===== src/rtl/picorv32_rr_arbiter.sv =====
// Round-robin arbiter sharing one picorv32 native memory port among cores.
// Define PICO_ARB_FIXED_PRIO_EN for fixed lowest-index-first priority.
module picorv32_rr_arbiter #(
    parameter int CORES_COUNT = 2
) (
    input  logic                        clk,
    input  logic                        resetn,
    input  logic [CORES_COUNT-1:0]      mem_valid_i,
    input  logic [CORES_COUNT-1:0]      mem_instr_i,
    input  logic [CORES_COUNT-1:0][31:0] mem_addr_i,
    input  logic [CORES_COUNT-1:0][31:0] mem_wdata_i,
    input  logic [CORES_COUNT-1:0][3:0]  mem_wstrb_i,
    output logic [CORES_COUNT-1:0]      mem_ready_o,
    output logic [CORES_COUNT-1:0][31:0] mem_rdata_o,
    output logic                        mem_valid_o,
    output logic                        mem_instr_o,
    output logic [31:0]                 mem_addr_o,
    output logic [31:0]                 mem_wdata_o,
    output logic [3:0]                  mem_wstrb_o,
    input  logic                        mem_ready_i,
    input  logic [31:0]                 mem_rdata_i,
    output logic [CORES_COUNT-1:0]      grant_o
);

    localparam int PW = (CORES_COUNT > 1) ? $clog2(CORES_COUNT) : 1;

    typedef enum logic {
        IDLE = 1'b0,
        BUSY = 1'b1
    } state_e;

    state_e                 state_q, state_d;
    logic [PW-1:0]          g_q, g_d;
    logic [PW-1:0]          ptr_q, ptr_d;
    logic [CORES_COUNT-1:0] grant_q, grant_d;
    logic                   found;
    logic [PW-1:0]          win;
    logic [PW-1:0]          idx;

    // Scan starts just above the last owner so every requester gets a turn.
    always_comb begin
        found = 1'b0;
        win   = '0;
        idx   = '0;
        for (int k = 0; k < CORES_COUNT; k++) begin
`ifdef PICO_ARB_FIXED_PRIO_EN
            idx = PW'(k);
`else
            idx = PW'((int'(ptr_q) + 1 + k) % CORES_COUNT);
`endif
            if (!found && mem_valid_i[idx]) begin
                found = 1'b1;
                win   = idx;
            end
        end
    end

    always_comb begin
        state_d = state_q;
        g_d     = g_q;
        ptr_d   = ptr_q;
        grant_d = grant_q;
        unique case (state_q)
            IDLE: begin
                if (found) begin
                    state_d      = BUSY;
                    g_d          = win;
                    grant_d      = '0;
                    grant_d[win] = 1'b1;
                end
            end
            BUSY: begin
                if (mem_ready_i) begin
                    state_d = IDLE;
                    ptr_d   = g_q;
                    grant_d = '0;
                end
            end
            default: state_d = IDLE;
        endcase
    end

    always_comb begin
        mem_valid_o = 1'b0;
        mem_instr_o = 1'b0;
        mem_addr_o  = '0;
        mem_wdata_o = '0;
        mem_wstrb_o = '0;
        mem_ready_o = '0;
        if (state_q == BUSY) begin
            mem_valid_o      = mem_valid_i[g_q];
            mem_instr_o      = mem_instr_i[g_q];
            mem_addr_o       = mem_addr_i[g_q];
            mem_wdata_o      = mem_wdata_i[g_q];
            mem_wstrb_o      = mem_wstrb_i[g_q];
            mem_ready_o[g_q] = mem_ready_i;
        end
    end

    assign mem_rdata_o = {CORES_COUNT{mem_rdata_i}};
    assign grant_o     = grant_q;

    always_ff @(posedge clk) begin
        if (!resetn) begin
            state_q <= IDLE;
            g_q     <= '0;
            ptr_q   <= PW'(CORES_COUNT - 1);
            grant_q <= '0;
        end else begin
            state_q <= state_d;
            g_q     <= g_d;
            ptr_q   <= ptr_d;
            grant_q <= grant_d;
        end
    end

endmodule


===== config.mk =====
export PLATFORM = sky130hd
export DESIGN_NAME = picorv32_rr_arbiter
export DESIGN_NICKNAME = d
export VERILOG_FILES = /design/src/rtl/picorv32_rr_arbiter.sv
export SDC_FILE = /design/constraint.sdc
export NUM_CORES = 1
export LEC_CHECK = 0
export CELL_PAD_IN_SITES_DETAIL_PLACEMENT = 1
export CELL_PAD_IN_SITES_GLOBAL_PLACEMENT = 2
export CORE_ASPECT_RATIO = 1.75
export CORE_UTILIZATION = 10
export CTS_CLUSTER_DIAMETER = 30
export DETAILED_ROUTE_END_ITERATION = 8
export PLACE_DENSITY_LB_ADDON = 0.1
export SLEW_MARGIN = 20
export SYNTH_ARGS = -nofsm -noshare
export SYNTH_HDL_FRONTEND = slang
export SYNTH_SLANG_ARGS = --single-unit

===== constraint.sdc =====
create_clock -name clk -period 1.1 [get_ports clk]
set_input_delay 0.22 -clock clk [delete_from_list [all_inputs] [get_ports clk]]
set_output_delay 0.22 -clock clk [all_outputs]
set_load 0.02 [all_outputs]

## Yosys cells after proc, flatten, opt, wreduce, memory -nomap -nowiden

Cells that the tools add are included.

| cells by class | value |
|---|---|
| add/sub/neg operators | 2 |
| magnitude comparators | 6 |
| equality and inequality tests | 2 |
| muxes and demuxes | 34 |
| bitwise gates (word level) | 2 |
| reduce and logical (&&, ||, !) cells | 7 |

Operators by type and width:

| kind | number |
|---|---|
| 32-bit 2-to-1 mux | 6 |
| 1-bit 2-to-1 mux | 18 |
| 4-bit 2-to-1 mux | 3 |
| 1-bit by 2-bit < comparator with 1-bit output (second input constant) | 4 |
| 2-bit 2-to-1 mux | 3 |
| 2-bit AND reduction | 3 |
| 2-bit inequality test (second input constant) | 2 |
| 2-bit one-hot mux with 2 select lines | 1 |
| 1-bit logical AND | 3 |
| 1-bit adder (second input constant) | 2 |
| 2-bit bitwise AND | 1 |
| 1-bit demux with 1-bit select | 2 |
| 1-bit greater-or-equal comparator (second input constant) | 2 |
| 1-bit one-hot mux with 2 select lines | 1 |
| 1-bit zero test | 1 |
| 1-bit inverter | 1 |

| word-level totals | value |
|---|---|
| bits in registers | 5 |
| input bits | 175 |
| logic and storage cells | 57 |

## Logic depth before layout (Yosys ltp)

Gate-level depths: netlist of run 1.

| depth | value |
|---|---|
| depth in word-level cells | 13 |
| gate-level depth with buffers | 4 |
| gate-level depth less buffers | 3 |

## Worst setup path before layout of run 1

Ideal clock, no wire load.

| timing path | value |
|---|---|
| path type | register -> output |
| start | register state_q |
| end | output mem_addr_o[0] |
| data arrival time | 1.040 ns |
| slack | -0.160 ns |
| cell stages (with the launch flop) | 4 |
| path buffers | 2 |
| cell sequence | dfxtp_1 buf_4 clkbuf_1 nor2b_1 |

| on the way | value |
|---|---|
| cells in the longest elaborated chain, start to end | 1 |

RTL lines:

| what | line | source |
|---|---|---|
| start, declared | 32 | `state_e state_q, state_d;` |
| start signal, assigned | 110 | `state_q <= state_d;` |
| 32-bit 2-to-1 mux | 90 | `if (state_q == BUSY) begin` |
| end, declared | 17 | `output logic [31:0] mem_addr_o,` |

Every way passes these cells.

## Final worst setup path of run 1

| timing path | value |
|---|---|
| start | register g_q |
| end | output mem_addr_o[12] |

| on the way | value |
|---|---|
| cells in the longest elaborated chain, start to end | 3 |

RTL lines:

| what | line | source |
|---|---|---|
| start, declared | 33 | `logic [PW-1:0] g_q, g_d;` |
| start signal, assigned | 111 | `g_q <= g_d;` |
| 32-bit 2-to-1 mux (implied by the code) (2 in a row) | 93 | `mem_addr_o = mem_addr_i[g_q];` |
| 32-bit 2-to-1 mux | 90 |  |

Every way passes these cells. The select of a mux whose other input is x is not followed.

==> reports/qor.txt, run 1 <==
Fin util -> 26.2%
Remaining number of nets flagged by the antenna check after routing -> 0
CTS HTree Levels -> 1
Largest incremental delay on the critical path -> 0.36 ns
Share of the synthesized area in the top cell type -> 35.5%
Core region area -> 19,300 µm²
Worst path arrival time -> 1.42 ns
Root buffer cell -> sky130_fd_sc_hd__clkbuf_16
Io pins -> 313
Worst vdd rail ir drop -> 0.391 mV
Post-synthesis to final-layout area growth -> 156%
Vertical die dimension -> 188 µm
Final WS setup -> -0.539 ns
# setup viols final -> 77
1st-iter DRT viols -> 22
Average wire per cell in the routed design -> 16.7 µm
Wire length of the first global-routing pass -> 15.3 mm
Power per standard cell area -> 639 nW/µm²
Peak fanout along the critical path -> 8
Slew @ Worst Pin -> 0.233 ns
Quantity of I/O buffers inserted on ports -> 216
Detailed-route vias per instance -> 3.54
Top cells by area, synth -> sky130_fd_sc_hd__mux2i_1, sky130_fd_sc_hd__buf_4, sky130_fd_sc_hd__nor2b_1
Detailed-routing iteration count for the pre-antenna-repair pass -> 4
Result of the run -> finished, violations left
Die Wd -> 108 µm
Sequential share of the synthesized area -> 5.07%
Achievable frequency -> 0.610 GHz
Headroom to the max-slew limit -> 84.4%
Wirelength, routed -> 11.0 mm
Final-stage net count -> 597
Violated checks -> negative setup slack
Hold Fails Final Rpt -> 0
Clock transition time at the flip-flop clock pins of the worst setup and hold paths -> 0.03 ns
Clock tree sinks -> 5
Synth warn -> 0
Most frequent cell on the critical path -> sky130_fd_sc_hd__buf_6
Clock tree from TritonCTS -> yes
Cell area after synthesis -> 1980 µm²
Footprint of the flip-flops and latches -> 108 µm²
Start-to-end type of the worst setup path -> reg -> out
Clk Latency, worst-skew pair -> 0.23 ns
Most instantiated flip-flop cell in the synthesis netlist -> sky130_fd_sc_hd__dfxtp_1
Flops & latches, synth -> 5
Post-Syn Instances -> 241
Filler Cells Inserted -> 2,183
Clock buffers created by TritonCTS -> 3
Post-synth EDFFs -> 0
Final min period -> 1.64 ns
Overall fraction of global-route tracks in use -> 10.4%
Tot Pwr -> 3.23 mW
GPL Wtd Cong -> 0.656
Hold Buf Count CTS -> 0
Non-filler cells, final -> 662
Min-Delay Path Class -> in -> out
Total number of placement rows -> 67
Final setup skew -> 0.000534 ns
Sort of element at the start of the critical path -> register
Number of remaining DRC errors -> 0
Initial antenna violation count -> 0
Antenna fix cells -> 0
Clock buffer depth -> 2
Cell type contributing the most total cell area after synthesis -> sky130_fd_sc_hd__mux2i_1
Vias in the first global route -> 2,569
Leading cell types by count after synthesis -> sky130_fd_sc_hd__mux2i_1, sky130_fd_sc_hd__nor2b_1, sky130_fd_sc_hd__buf_4, sky130_fd_sc_hd__clkbuf_1, sky130_fd_sc_hd__buf_8
Element type at the critical path end -> output pin
RSZ-0062 raised after global routing -> yes
FFs w/ async S/R, synth -> 0%
Number of nets produced by synthesis -> 416
Worst hold margin -> 0.440 ns
Post-placement worst setup slack -> -0.678 ns
HPWL after detailed placement -> 7.91 mm
Library cells used by synthesis -> 20
Cells after DPL -> 634
Static Leakage -> 1.90 nW
Period utilisation layout -> 149%
Number of max-cap violations -> 0
Synthesized area divided by synthesized cell count -> 8.20 µm²
Grt ovf -> 0
Largest net degree at the start of global routing -> 34
Multi-input gate area in the final layout -> 1630 µm²
Fraction of final layout cells with drive strength greater than 1 -> 53.4%
Data required time of the critical path -> 0.88 ns
Cell at the slowest stage of the critical path -> sky130_fd_sc_hd__dfxtp_4
Category of cells accounting for the largest share of critical-path delay -> buffers and inverters
Die area -> 20,300 µm²
Number of buffer and inverter stages on the critical path -> 4
Initial core utilization -> 10.2%
Max Transition Viols Final -> 0
Series of cell instances along the critical path -> buf_6 -> buf_12 -> buf_16 -> mux2i_4 -> nor2b_2 -> buf_6
Total vias in the final route -> 2,346
## path summary, 6_finish.rpt
| check | cells past startpoint | startpoint | slack, ns | endpoint |
|---|---|---|---|---|
| worst min register to register | 2 | grant_o[0] | 0.47 | grant_o[0] |
| worst min-delay path | 0 | mem_rdata_i[7] | 0.44 | mem_rdata_o[7] |
| worst max register to register | 6 | g_q | -0.16 | ptr_q |
| worst max-delay path | 6 | g_q | -0.54 | mem_addr_o[12] |
## layer usage
metal  GRT usage [%]  vias to the layer above  wire length (µm)
met1            8.46                     1076              3100
li1                -                     1099                 -
met4            4.26                        0               344
met3            2.33                       44              1020
met2            22.3                      127              6570
met5               0                        -                 0
## sequential cells by signal (all words and copies together), names as in the netlist
name and flops:
state_q 1, g_q 1, grant_o 2, ptr_q 1
## power by group
group          switching (mW)  total [mW]  internal [mW]
logic                   0.910        2.41           1.50
clock network           0.131       0.612          0.481
registers              0.0164       0.213          0.197
## placed cells by master (no fill, tap or decap), drive strengths merged
cell type      count
nand2              3
nand3b             1
clkdlybuf4s50    141
o311a              1
o21ai              2
buf              111
dlygate4sd2        1
a21boi             2
clkbuf             4
mux2i             70
nor2b             70
and3               1
o2111ai            1
dfxtp              5
a211o              1
inv                1
clkdlybuf4s15      2
nor2               1
bufbuf             1
nand3              1
nand2b             1
## final cells by class
cell class	count	share of cell area, %
Timing Repair Buffer	256	58.1
Sequential cell	5	2.13
Multi-Input combinational cell	155	32.2
Clock buffer	4	1.56
Inverter	1	0.0742
Tap cell	241	5.96
## cells by family (layout without fill, tap and decap cells)
kind of cell / count (synthesis) / count (layout) / synth area share (%)
flip-flops: 5 / 5 / 5.07
multiplexers: 70 / 70 / 35.5
AO/OA/AOI/OAI: 7 / 7 / 2.66
buffers and inverters: 81 / 261 / 32.4
AND/OR/NAND/NOR: 78 / 78 / 24.4
## per-stage QoR
step	area [µm²]	setup TNS, ns
after CTS	4990	-35.70
after floorplan	2160	-4.56
final	5060	-33.92
after global placement	4190	-45.14
after global routing	5060	-37.67
after detailed placement	4190	-46.16
## timing repair
action | CTS | global route
pin swaps | 3 | 0
setup buffers | 16 | 3
resized for setup | 481 | 33
setup endpoints to repair | 78 | 77
cloned | 11 | 0
Power figures use the tool's default switching activity.
==> run 2: changes to the inputs <==
==> config.mk (replaced) <==
export PLATFORM = sky130hd
export DESIGN_NAME = picorv32_rr_arbiter
export DESIGN_NICKNAME = d
export VERILOG_FILES = /design/src/rtl/picorv32_rr_arbiter.sv
export SDC_FILE = /design/constraint.sdc
export NUM_CORES = 1
export LEC_CHECK = 0
export CORE_AREA = 2 2 120 122
export CTS_CLUSTER_DIAMETER = 30
export DETAILED_ROUTE_END_ITERATION = 8
export DIE_AREA = 0 0 122 124
export DONT_BUFFER_PORTS = 1
export SLEW_MARGIN = 20
export SYNTH_ARGS = -nofsm -noshare
export SYNTH_HDL_FRONTEND = slang
export SYNTH_SLANG_ARGS = --single-unit
==> reports/qor.txt, run 2 (same netlist as run 1, synthesis figures left out) <==
Final WS setup -> -0.428 ns
Die area -> 15,100 µm²
Period utilisation layout -> 139%
Number of max-cap violations -> 0
Data required time of the critical path -> 0.88 ns
Post-placement worst setup slack -> -0.214 ns
R2r setup slk -> -0.05 ns
Setup TNS Final -> -27.65 ns
Grt ovf -> 0
Detailed-route vias per instance -> 3.88
Wire length of the first global-routing pass -> 7.16 mm
Final-stage net count -> 365
Antenna fix cells -> 0
Launching element of the worst setup path -> g_q
Internal power summed over all cells -> 1.35 mW
RSZ-0062 raised after global routing -> yes
Average wire per cell in the routed design -> 18.6 µm
Worst flop-to-flop path endpoint -> ptr_q
Die Wd -> 122 µm
Switching power total -> 0.838 mW
1st-iter DRT viols -> 36
Tot Pwr -> 2.19 mW
Final min period -> 1.53 ns
Final setup skew -> 0.00176 ns
Logic gate share of total power -> 62.3%
Overall fraction of global-route tracks in use -> 6.06%
Number of flip-flops in the largest register -> 2
Worst vdd rail ir drop -> 0.362 mV
Hold path endpoint -> ptr_q
Fraction of power consumed by sequential logic -> 10.1%
Slew @ Worst Pin -> 0.304 ns
Clock transition time at the flip-flop clock pins of the worst setup and hold paths -> 0.03 ns
Sort of element at the start of the critical path -> register
Cells after DPL -> 352
Quantity of I/O buffers inserted on ports -> 0
Violated checks -> negative setup slack
Hold Crit Depth -> 1
Wirelength, routed -> 6.88 mm
Hold Path Origin -> resetn
Initial core utilization -> 14.4%
Clk Latency, worst-skew pair -> 0.23 ns
HPWL after detailed placement -> 4.50 mm
Static Leakage -> 0.836 nW
Number of remaining DRC errors -> 0
Vertical die dimension -> 124 µm
Total number of placement rows -> 43
Clock buffer depth -> 2
Power per standard cell area -> 813 nW/µm²
Start-to-end type of the worst setup path -> reg -> out
Power share of the clock group -> 27.6%
Fin util -> 19.6%
Headroom to the max-slew limit -> 79.7%
Remaining number of nets flagged by the antenna check after routing -> 0
Clock tree from TritonCTS -> yes
Max Transition Viols Final -> 0
Root buffer cell -> sky130_fd_sc_hd__clkbuf_16
Area of all placed cells without fillers -> 2690 µm²
Post-placement cell area -> 1860 µm²
GPL Wtd Cong -> 0.743
Leading cell type in the layout, fill and taps excluded -> sky130_fd_sc_hd__nor2b_2
Detailed-routing iteration count for the pre-antenna-repair pass -> 3
Peak fanout along the critical path -> 10
Total vias in the final route -> 1,431
Vias in the first global route -> 1,258
Switching power share of the total -> 38.3%
Number of cell instances on the worst register-to-register path -> 4
Worst path arrival time -> 1.31 ns
Min-Delay Path Class -> in -> reg
Worst hold margin -> 0.0861 ns
Result of the run -> finished, violations left
Achievable frequency -> 0.655 GHz
Fraction of final layout cells with drive strength greater than 1 -> 69.3%
Non-filler cells, final -> 369
Most frequent cells in the layout -> sky130_fd_sc_hd__nor2b_2, sky130_fd_sc_hd__mux2i_1, sky130_fd_sc_hd__nor2b_4
Reg-to-reg critical path startpoint -> g_q
Element type at the critical path end -> output pin
Io pins -> 313
# setup viols final -> 74
Core region area -> 13,700 µm²
Post-synthesis to final-layout area growth -> 36.3%
Hold Fails Final Rpt -> 0
Largest net degree at the start of global routing -> 40
Clock tree sinks -> 5
Initial antenna violation count -> 0
CTS HTree Levels -> 1
Clock buffers created by TritonCTS -> 3
## run 2: area by class of cell
class | instances | area [µm²]
Fill cell | 1495 | 11000
Sequential cell | 5 | 105
Inverter | 1 | 3.75
Clock buffer | 4 | 78.8
Timing Repair Buffer | 24 | 418
Tap cell | 180 | 225
Multi-Input combinational cell | 155 | 1860
## run 2: worst max-delay path, cell delays in order, from the launching register on
cell	delay [ns]
sky130_fd_sc_hd__dfxtp_4	0.37
sky130_fd_sc_hd__buf_12	0.15
sky130_fd_sc_hd__buf_12	0.15
sky130_fd_sc_hd__mux2i_2	0.15
sky130_fd_sc_hd__nor2b_2	0.25
## run 2: worst max path at each step
stage	to	slack, ns	depth (start not counted)
after floorplan	mem_addr_o[0]	-0.07	3
after global placement	mem_addr_o[25]	-0.18	4
after detailed placement	mem_addr_o[25]	-0.21	4
after CTS	mem_wdata_o[12]	-0.43	4
after global routing	mem_addr_o[14]	-0.47	4
final	mem_wdata_o[8]	-0.43	4
## run 2: power groups by stage
stage | registers [mW] | clock network (mW) | logic [mW]
2_1_floorplan | 0.215 | 0 | 1.20
3_3_place_gp | 0.220 | 0 | 0.911
3_5_place_dp | 0.222 | 0 | 0.930
4_1_cts | 0.230 | 0.609 | 1.00
5_1_grt | 0.225 | 0.624 | 1.43
6_report | 0.222 | 0.604 | 1.36
## run 2: repair_timing
item	CTS	global route
gates resized for setup	10	84
gates cloned	2	7
hold buffers	0	0
setup buffers	1	4
endpoints found under the setup margin	72	73
pin swaps	0	1
## run 2: routing by layer
metal	vias to the layer above	share of wire, %	track usage, %
met5	-	0	0
met3	37	10	1.83
met4	0	2.6	3.74
met1	652	33	6.29
met2	106	54	10.7
li1	636	-	-
==> run 3: changes to the inputs <==
--- a/config.mk
+++ b/config.mk
@@ -10,6 +10,7 @@
 export DETAILED_ROUTE_END_ITERATION = 8
 export DIE_AREA = 0 0 122 124
 export DONT_BUFFER_PORTS = 1
+export GPL_ROUTABILITY_DRIVEN = 0
 export SLEW_MARGIN = 20
 export SYNTH_ARGS = -nofsm -noshare
 export SYNTH_HDL_FRONTEND = slang
==> results of run 3 <==
The final DEF is identical to that of run 2; final timing and power are the same.
